<file path="config.mk">
export PLATFORM = sky130hd
export DESIGN_NAME = key_debounce_multi
export DESIGN_NICKNAME = d
export VERILOG_FILES = /design/src/rtl/key_debounce_multi.sv
export SDC_FILE = /design/constraint.sdc
export NUM_CORES = 1
export LEC_CHECK = 0
export ABC_CLOCK_PERIOD_IN_PS = 9800
export BUFFER_PORTS_ARGS = -buffer_cell sky130_fd_sc_hd__buf_2
export CELL_PAD_IN_SITES_DETAIL_PLACEMENT = 1
export CELL_PAD_IN_SITES_GLOBAL_PLACEMENT = 1
export CORE_ASPECT_RATIO = 1.4
export CORE_MARGIN = 3
export CORE_UTILIZATION = 45
export DETAILED_ROUTE_END_ITERATION = 10
export GPL_ROUTABILITY_DRIVEN = 0
export PLACE_DENSITY = 0.79
export SYNTH_ARGS = -nofsm -noshare
export SYNTH_HDL_FRONTEND = slang
export SYNTH_SLANG_ARGS = --single-unit
</file>
<file path="constraint.sdc">
create_clock -name clk -period 9.8 [get_ports clk]
set_input_delay 1.96 -clock clk [delete_from_list [all_inputs] [get_ports clk]]
set_output_delay 1.96 -clock clk [all_outputs]
set_load 0.01 [all_outputs]
</file>
<file path="src/rtl/key_debounce_multi.sv">
// key_debounce_multi: per-channel sync + debounce + press/release/long/repeat pulses; in clk,rst,key,repeat_en; out key_level,press_pulse,release_pulse,long_pulse,repeat_pulse
module key_debounce_multi #(
  parameter int NUM_KEYS      = 4,
  parameter int DEB_CYCLES    = 16,
  parameter int LONG_CYCLES   = 1024,
  parameter int REPEAT_CYCLES = 256,
  parameter int ACTIVE_HIGH   = 1
) (
  input  logic                clk,
  input  logic                rst,
  input  logic [NUM_KEYS-1:0] key,
  input  logic                repeat_en,
  output logic [NUM_KEYS-1:0] key_level,
  output logic [NUM_KEYS-1:0] press_pulse,
  output logic [NUM_KEYS-1:0] release_pulse,
  output logic [NUM_KEYS-1:0] long_pulse,
  output logic [NUM_KEYS-1:0] repeat_pulse
);
  localparam int DW = $clog2(DEB_CYCLES + 1);
  localparam int HMAX = LONG_CYCLES > REPEAT_CYCLES ? LONG_CYCLES : REPEAT_CYCLES;
  localparam int HW = $clog2(HMAX);
  localparam logic [DW-1:0] DEB_LAST = DW'(DEB_CYCLES - 1);
  localparam logic [HW-1:0] LONG_LAST = HW'(LONG_CYCLES - 1);
  localparam logic [HW-1:0] REP_LAST = HW'(REPEAT_CYCLES - 1);
  typedef enum logic [1:0] {RELEASED, PRESSED, HELD} state_t;
  logic [NUM_KEYS-1:0] s1, s2;
  always_ff @(posedge clk or posedge rst)
    if (rst) begin
      s1 <= '0;
      s2 <= '0;
    end else begin
      s1 <= ACTIVE_HIGH != 0 ? key : ~key;
      s2 <= s1;
    end
  for (genvar i = 0; i < NUM_KEYS; i++) begin : g_ch
    state_t state, state_n;
    logic [DW-1:0] cnt, cnt_n;
    logic [HW-1:0] hold, hold_n;
    logic lvl, acc, lp_n, rp_n;
    logic prs, rel, lng, rpt;
    always_comb begin
      acc = s2[i] != lvl && cnt == DEB_LAST;
      cnt_n = (s2[i] == lvl || acc) ? '0 : cnt + 1'b1;
      state_n = state;
      hold_n = hold;
      lp_n = 1'b0;
      rp_n = 1'b0;
      if (acc) begin
        state_n = lvl ? RELEASED : PRESSED;
        hold_n = '0;
      end else if (state == PRESSED) begin
        lp_n = hold == LONG_LAST;
        hold_n = lp_n ? '0 : hold + 1'b1;
        state_n = lp_n ? HELD : PRESSED;
      end else if (state == HELD) begin
        rp_n = repeat_en && hold == REP_LAST;
        hold_n = (!repeat_en || rp_n) ? '0 : hold + 1'b1;
      end
    end
    always_ff @(posedge clk or posedge rst)
      if (rst) begin
        state <= RELEASED;
        cnt <= '0;
        hold <= '0;
        lvl <= 1'b0;
        prs <= 1'b0;
        rel <= 1'b0;
        lng <= 1'b0;
        rpt <= 1'b0;
      end else begin
        state <= state_n;
        cnt <= cnt_n;
        hold <= hold_n;
        lvl <= lvl ^ acc;
        prs <= acc & ~lvl;
        rel <= acc & lvl;
        lng <= lp_n;
        rpt <= rp_n;
      end
    assign key_level[i] = lvl;
    assign press_pulse[i] = prs;
    assign release_pulse[i] = rel;
    assign long_pulse[i] = lng;
    assign repeat_pulse[i] = rpt;
  end
endmodule

</file>
==> results of run 1 <==
[cells in the final DEF (no fill, tap or decap), types with 3 or more instances in the layout]
cell type,count
sky130_fd_sc_hd__a21o_1,7
sky130_fd_sc_hd__a21oi_1,19
sky130_fd_sc_hd__a22o_1,3
sky130_fd_sc_hd__a31oi_1,5
sky130_fd_sc_hd__and2_1,6
sky130_fd_sc_hd__and3_1,14
sky130_fd_sc_hd__and4_1,6
sky130_fd_sc_hd__buf_2,26
sky130_fd_sc_hd__clkbuf_1,3
sky130_fd_sc_hd__clkbuf_16,9
sky130_fd_sc_hd__dfrtp_1,96
sky130_fd_sc_hd__ha_1,12
sky130_fd_sc_hd__inv_1,20
sky130_fd_sc_hd__mux2i_1,3
sky130_fd_sc_hd__nand2_1,40
sky130_fd_sc_hd__nand2b_1,14
sky130_fd_sc_hd__nand3_1,19
sky130_fd_sc_hd__nand4_1,6
sky130_fd_sc_hd__nor2_1,46
sky130_fd_sc_hd__nor2b_1,7
sky130_fd_sc_hd__nor3_1,8
sky130_fd_sc_hd__nor3b_1,3
sky130_fd_sc_hd__nor4_1,3
sky130_fd_sc_hd__nor4b_1,3
sky130_fd_sc_hd__o21ai_0,42
sky130_fd_sc_hd__o21bai_1,3
sky130_fd_sc_hd__o31ai_1,5
sky130_fd_sc_hd__or2_2,4
sky130_fd_sc_hd__or3_1,5
sky130_fd_sc_hd__xnor2_1,5
sky130_fd_sc_hd__xor2_1,11
[report_power, final]
| part | internal [mW] | switching (mW) | total (mW) | leakage, nW |
|---|---|---|---|---|
| combinational | 0.0341 | 0.0470 | 0.0810 | 1.15 |
| sequential | 0.425 | 0.0314 | 0.457 | 1.20 |
| clock | 0.178 | 0.144 | 0.322 | 0.130 |
| total | 0.638 | 0.222 | 0.860 | 2.48 |
[registers in the layout, indices dropped and copies added, names as in the netlist, named ones only]
signal	count
g_ch.hold	40
g_ch.cnt	20
g_ch.state	8
g_ch.lng	4
g_ch.prs	4
g_ch.rel	4
g_ch.rpt	4
s1	4
s2	4
[worst register-to-register path: cells and delay by family, from the launching register on]
kind            cells  cell delay, ns
simple gates        2            0.55
fa+ha+maj           2            0.51
compound gates      2            0.93
flops               1            0.40
[routing by layer]
metal	GRT usage [%]	vias to the layer above	routed length (µm)
met5	0	-	0
met4	8.836	0	247
li1	-	1686	-
met1	21.64	1737	4251
met2	34.19	49	5385
met3	2.532	17	251
[worst max-delay path by stage]
| stage | startpoint | end | slack [ns] |
|---|---|---|---|
| final | repeat_en | g_ch[2].hold[9] | 6.79 |
| after global routing | repeat_en | g_ch[2].hold[9] | 6.66 |
| after CTS | repeat_en | g_ch[2].hold[9] | 6.80 |
| after detailed placement | repeat_en | g_ch[2].hold[9] | 6.43 |
| after global placement | repeat_en | g_ch[2].hold[7] | 6.49 |
| after floorplan | rst | asynchronous set/reset pin | 5.33 |
[stage by stage]
| step | power (mW) | setup WS, ns | hold slack, ns |
|---|---|---|---|
| 2_1_floorplan | 0.5154 | 5.335 | 0.3312 |
| 3_3_place_gp | 0.5386 | 6.491 | 0.3335 |
| 3_5_place_dp | 0.5449 | 6.435 | 0.3381 |
| 4_1_cts | 0.8712 | 6.797 | 0.3524 |
| 5_1_grt | 0.9025 | 6.665 | 0.3569 |
| 6_report | 0.8596 | 6.791 | 0.3511 |
[kinds of logic (layout without fill, tap and decap cells)]
| group | count (synthesis) | in the layout | synth area share [%] |
|---|---|---|---|
| simple gates | 193 | 193 | 21.37 |
| compound gates | 109 | 109 | 15.02 |
| flops | 96 | 96 | 51.02 |
| buf+inv | 47 | 64 | 5.554 |
| xor+xnor | 16 | 16 | 2.976 |
| fa+ha+maj | 12 | 12 | 3.189 |
| mux | 4 | 4 | 0.8770 |
[cell type report]
class	count	area share, %
inverter	21	1.594
sequential	96	47.08
clock buffer	13	4.904
multi-input combinational	334	40.07
clock inverter	3	0.3433
tap	135	3.310
timing repair buffer	27	2.697
==> impl_metrics.yaml, run 1 <==
run_status:
  status: "complete, no violations"
clock_tree:
  path_clk_slew_ns: 0.07
  clock-sinks: 96
  post_cts_repair_timing_setup_buffer_count: 0
  clock_tree_from_tritoncts: "done"
  max_root_sink_buffers: 2
  cts-hold-fix-buffers: 0
  skew_pair_late_insertion_delay_ns: 0.34
  cts.htree.levels: 3
  cts.repair.resized: 0
  tritoncts.num_buffers: 9
  cts_root_buf: "sky130_fd_sc_hd__clkbuf_16"
finish:
  multiInputGateArea_mm2: 0.002044
  layout.core_utilization_pct: 50.72
  layout.filler_cells: 1173
  instances_no_fill: 629
  final_design_area_no_fill_mm2: 0.005102
  sequential_area_mm2: 0.002402
  design.final.nets: 508
  antenna_cells_inserted: 0
  area_growth_pct: 8.371
  drive_gt1_share_pct: 11.54
floorplan:
  placement_rows: 43
  top_level_ports: 27
  core_area_mm2: 0.01006
  die_width_um: 92.45
  initial_utilization_pct: 46.80
  design.die.area_mm2: 0.01174
  die_height_um: 127.0
worst_setup_path:
  cp-end-kind: "flip-flop"
  cp.buffers_inverters: 2
  cp.required_ns: 10.06
  register_to_register_path_depth: 6
  critical_path.top_delay_family: "compound AO/OA/AOI/OAI gates"
  reg2reg_to: "g_ch[0].hold[3]"
  path_cells: "buf_2 > inv_1 > a221oi_2 > a21bo_2 > or3_1 > o21ai_0"
  timing.critical_path.arrival_ns: 3.27
  regToRegStartpoint: "g_ch[0].cnt[0]"
  largest_stage_delay_on_the_critical_path_ns: 0.33
  regToRegSetupSlack_ns: 7.27
  worst_setup_path_category: "in2reg"
  crit_path_start_kind: "input port"
  cp_max_fo: 6
  total_stage_count_of_the_critical_path: 6
  cpMaxStageDelayCell: "sky130_fd_sc_hd__or3_1"
power_and_ir_drop:
  power_leakage_nw: 2.479
  power.density_cell_area_mw_per_mm2: 168.5
  irDropWorstVdd_mv: 0.08713
route:
  drt.antenna.violating_nets: 0
  vias: 3489
  detailedRoute.firstPassIterationCount: 4
  drt-vias-per-instance: 5.547
  detailedRoute.firstIterationViolations: 142
  detail_route.wl_per_cell_um: 16.11
  route.final.wire_length_mm: 10.14
  remaining_drc_errors: 0
min_path:
  worst_hold_path.endpoint: "s2[2]"
  timing.hold.worst.class: "reg2reg"
  timing.hold.worst_path_depth: 0
  hold_path_startpoint: "s1[2]"
global_routing:
  grt_use_total_pct: 18.80
  pin_count_of_the_biggest_net_entering_global_routing: 88
  grt_overflow_total: 0
  grt_pass1_wl_mm: 17.71
  vias_in_the_first_global_route: 3750
  grt_antenna_before_repair: 0
flow_run:
  maxCapViolations: 0
place:
  placed_cells_incl_taps: 613
  placement.io_buffers: 26
  dpl-instance-area_mm2: 0.004835
  hpwl_mm: 7.132
timing:
  max-slew-margin-rel_pct: 26.14
  fin_worst_skew_ns: 0.006618
  timing_hold_violations_final: 0
  final_setup_violation_count: 0
  min_tclk_post_route_ns: 3.009
  grt_setup_unrepaired: "no"
  setup-tns-final_ns: 0
  tightest_slew_ns: 1.108
  fmax_mhz: 332.4
  post-route-period-util_pct: 30.70
  timing.final.max_slew_violations: 0
synthesis:
  syn_area_mm2: 0.004708
  synth.most_common_cell: "sky130_fd_sc_hd__dfrtp_1"
  synth_seq_cells: 96
  count_of_different_cell_masters_after_synthesis: 62
  ys_dominant_reg_cell: "sky130_fd_sc_hd__dfrtp_1"
  ys_seq_area_share_pct: 51.02
  netlist.top_cell.by_area: "sky130_fd_sc_hd__dfrtp_1"
  synth_cells: 477
  synth-edff-count: 0
  synth_top_area_share_pct: 51.02
  postSynth.asyncResetShare_pct: 100.0
  main_area_contributors_after_synthesis: "sky130_fd_sc_hd__dfrtp_1, sky130_fd_sc_hd__o21ai_0, sky130_fd_sc_hd__nor2_1, sky130_fd_sc_hd__buf_4, sky130_fd_sc_hd__ha_1"
  post_synth_most_frequent_cells: "sky130_fd_sc_hd__dfrtp_1, sky130_fd_sc_hd__nor2_1, sky130_fd_sc_hd__o21ai_0"
  synth_nets: 496
  synth.yosys.warnings: 0
  synthesis.area_per_instance_um2: 9.871
No activity file was read; power rests on OpenSTA's default activity.
==> run 2, diff against run 1 <==
--- a/config.mk
+++ b/config.mk
@@ -5,13 +5,13 @@
 export SDC_FILE = /design/constraint.sdc
 export NUM_CORES = 1
 export LEC_CHECK = 0
-export ABC_CLOCK_PERIOD_IN_PS = 9800
+export ABC_CLOCK_PERIOD_IN_PS = 2580
 export BUFFER_PORTS_ARGS = -buffer_cell sky130_fd_sc_hd__buf_2
 export CELL_PAD_IN_SITES_DETAIL_PLACEMENT = 1
 export CELL_PAD_IN_SITES_GLOBAL_PLACEMENT = 1
 export CORE_ASPECT_RATIO = 1.4
 export CORE_MARGIN = 3
-export CORE_UTILIZATION = 45
+export CORE_UTILIZATION = 43
 export DETAILED_ROUTE_END_ITERATION = 10
 export GPL_ROUTABILITY_DRIVEN = 0
 export PLACE_DENSITY = 0.79
==> constraint.sdc (replaced) <==
create_clock -name clk -period 2.58 [get_ports clk]
set_input_delay 0.516 -clock clk [delete_from_list [all_inputs] [get_ports clk]]
set_output_delay 0.516 -clock clk [all_outputs]
set_load 0.01 [all_outputs]
==> impl_metrics.yaml, run 2 (synthesized netlist as in run 1, its figures left out) <==
run_status:
  status: "complete, no violations"
clock_tree:
  max_root_sink_buffers: 2
  cts.htree.levels: 3
  clock-sinks: 96
  post_cts_repair_timing_setup_buffer_count: 0
  clock_tree_from_tritoncts: "done"
  tritoncts.num_buffers: 9
  skew_pair_late_insertion_delay_ns: 0.34
  cts_root_buf: "sky130_fd_sc_hd__clkbuf_16"
  cts-hold-fix-buffers: 0
  path_clk_slew_ns: 0.07
  cts.repair.resized: 0
worst_setup_path:
  cp_max_fo: 8
  worst_setup_path_category: "reg2reg"
  crit_path_start_kind: "flip-flop"
  cp.required_ns: 2.84
  timing.critical_path.arrival_ns: 2.44
  cp-end-kind: "flip-flop"
timing:
  timing_hold_violations_final: 0
  min_tclk_post_route_ns: 2.185
  final_setup_violation_count: 0
  setup-tns-final_ns: 0
  tightest_slew_ns: 0.5420
  fin_worst_skew_ns: 0.004153
  fmax_mhz: 457.7
  whs_ns: 0.2751
  timing.final.max_slew_violations: 0
  max-slew-margin-rel_pct: 63.87
  post-route-period-util_pct: 84.69
  grt_setup_unrepaired: "no"
route:
  route.final.wire_length_mm: 9.818
  remaining_drc_errors: 0
  vias: 3484
  drt-vias-per-instance: 5.487
  detail_route.wl_per_cell_um: 15.46
  detailedRoute.firstPassIterationCount: 4
  drt.antenna.violating_nets: 0
  detailedRoute.firstIterationViolations: 173
floorplan:
  top_level_ports: 27
  placement_rows: 44
  design.die.area_mm2: 0.01226
  die_width_um: 94.44
  core_area_mm2: 0.01052
  initial_utilization_pct: 44.78
  die_height_um: 129.8
global_routing:
  grt_antenna_before_repair: 0
  grt_use_total_pct: 17.54
  grt_pass1_wl_mm: 17.09
  vias_in_the_first_global_route: 3605
  pin_count_of_the_biggest_net_entering_global_routing: 97
  grt_overflow_total: 0
power_and_ir_drop:
  power.density_cell_area_mw_per_mm2: 645.6
  power_leakage_nw: 2.512
  irDropWorstVdd_mv: 0.4194
finish:
  drive_gt1_share_pct: 12.68
  layout.filler_cells: 1198
  layout.cells.most_common: "sky130_fd_sc_hd__dfrtp_1"
  antenna_cells_inserted: 0
  multiInputGateArea_mm2: 0.002044
  reg.largest.list: "g_ch.hold (40), g_ch.cnt (20), g_ch.state (8)"
  sequential_area_mm2: 0.002402
  design.final.nets: 511
  area_growth_pct: 9.779
  top_register: "g_ch.hold"
  layout.cells.most_common_list: "sky130_fd_sc_hd__dfrtp_1, sky130_fd_sc_hd__nor2_1, sky130_fd_sc_hd__o21ai_0"
  largest_register_ffs: 40
flow_run:
  maxCapViolations: 0
min_path:
  timing.hold.worst.class: "in2reg"
place:
  hpwl_mm: 6.889
  placement.io_buffers: 26
-- run 2: worst max-delay path: stages (launching register included) --
cell and delay (ns):
sky130_fd_sc_hd__dfrtp_1 0.39, sky130_fd_sc_hd__ha_1 0.22, sky130_fd_sc_hd__and3_1 0.19, sky130_fd_sc_hd__ha_1 0.28, sky130_fd_sc_hd__a22o_2 0.31, sky130_fd_sc_hd__a21oi_1 0.40, sky130_fd_sc_hd__a21oi_1 0.13, sky130_fd_sc_hd__o21ai_0 0.18
-- run 2: worst paths after layout --
check                                from              end  slack (ns)  cells past startpoint
max                        g_ch[2].cnt[0]  g_ch[2].hold[9]        0.40                      7
min                                key[2]            s1[2]        0.28                      1
min reg2reg                         s1[2]            s2[2]        0.35                      0
max in group asynchronous             rst      g_ch[2].lng        1.90                      3
max reg2reg                g_ch[2].cnt[0]  g_ch[2].hold[9]        0.40                      7
min in group asynchronous             rst      g_ch[2].prs        0.31                      3
-- run 2: report_power, final --
part           switching (mW)  leakage (nW)  internal [mW]
Sequential              0.121          1.20           1.61
Combinational           0.178          1.16          0.132
Clock                   0.559         0.149          0.732
-- run 2: cell type report --
class	count	share of cell area (%)
Tap cell	138	3.341
Clock buffer	12	5.156
Timing Repair Buffer	30	3.341
Sequential cell	96	46.48
Clock inverter	4	0.5326
Multi-Input combinational cell	334	39.55
Inverter	21	1.598
-- run 2: through the flow --
step	total power [mW]	setup slack, ns	cells	instance area (µm²)	utilization, %
global placement	2.057	0.5068	619	4875	46.36
finish	3.337	0.3951	635	5169	49.16
CTS	3.387	0.3724	635	5169	49.16
global route	3.505	0.2104	635	5169	49.16
floorplan	1.958	0.6165	477	4712	-
detailed placement	2.080	0.3738	619	4875	46.36
-- run 2: metal layers --
metal	GRT usage, %	routed length (µm)	vias to the layer above
met5	0	0	-
met4	6.122	146	0
met3	3.230	308	11
met2	30.48	4987	50
met1	21.88	4375	1736
li1	-	-	1687
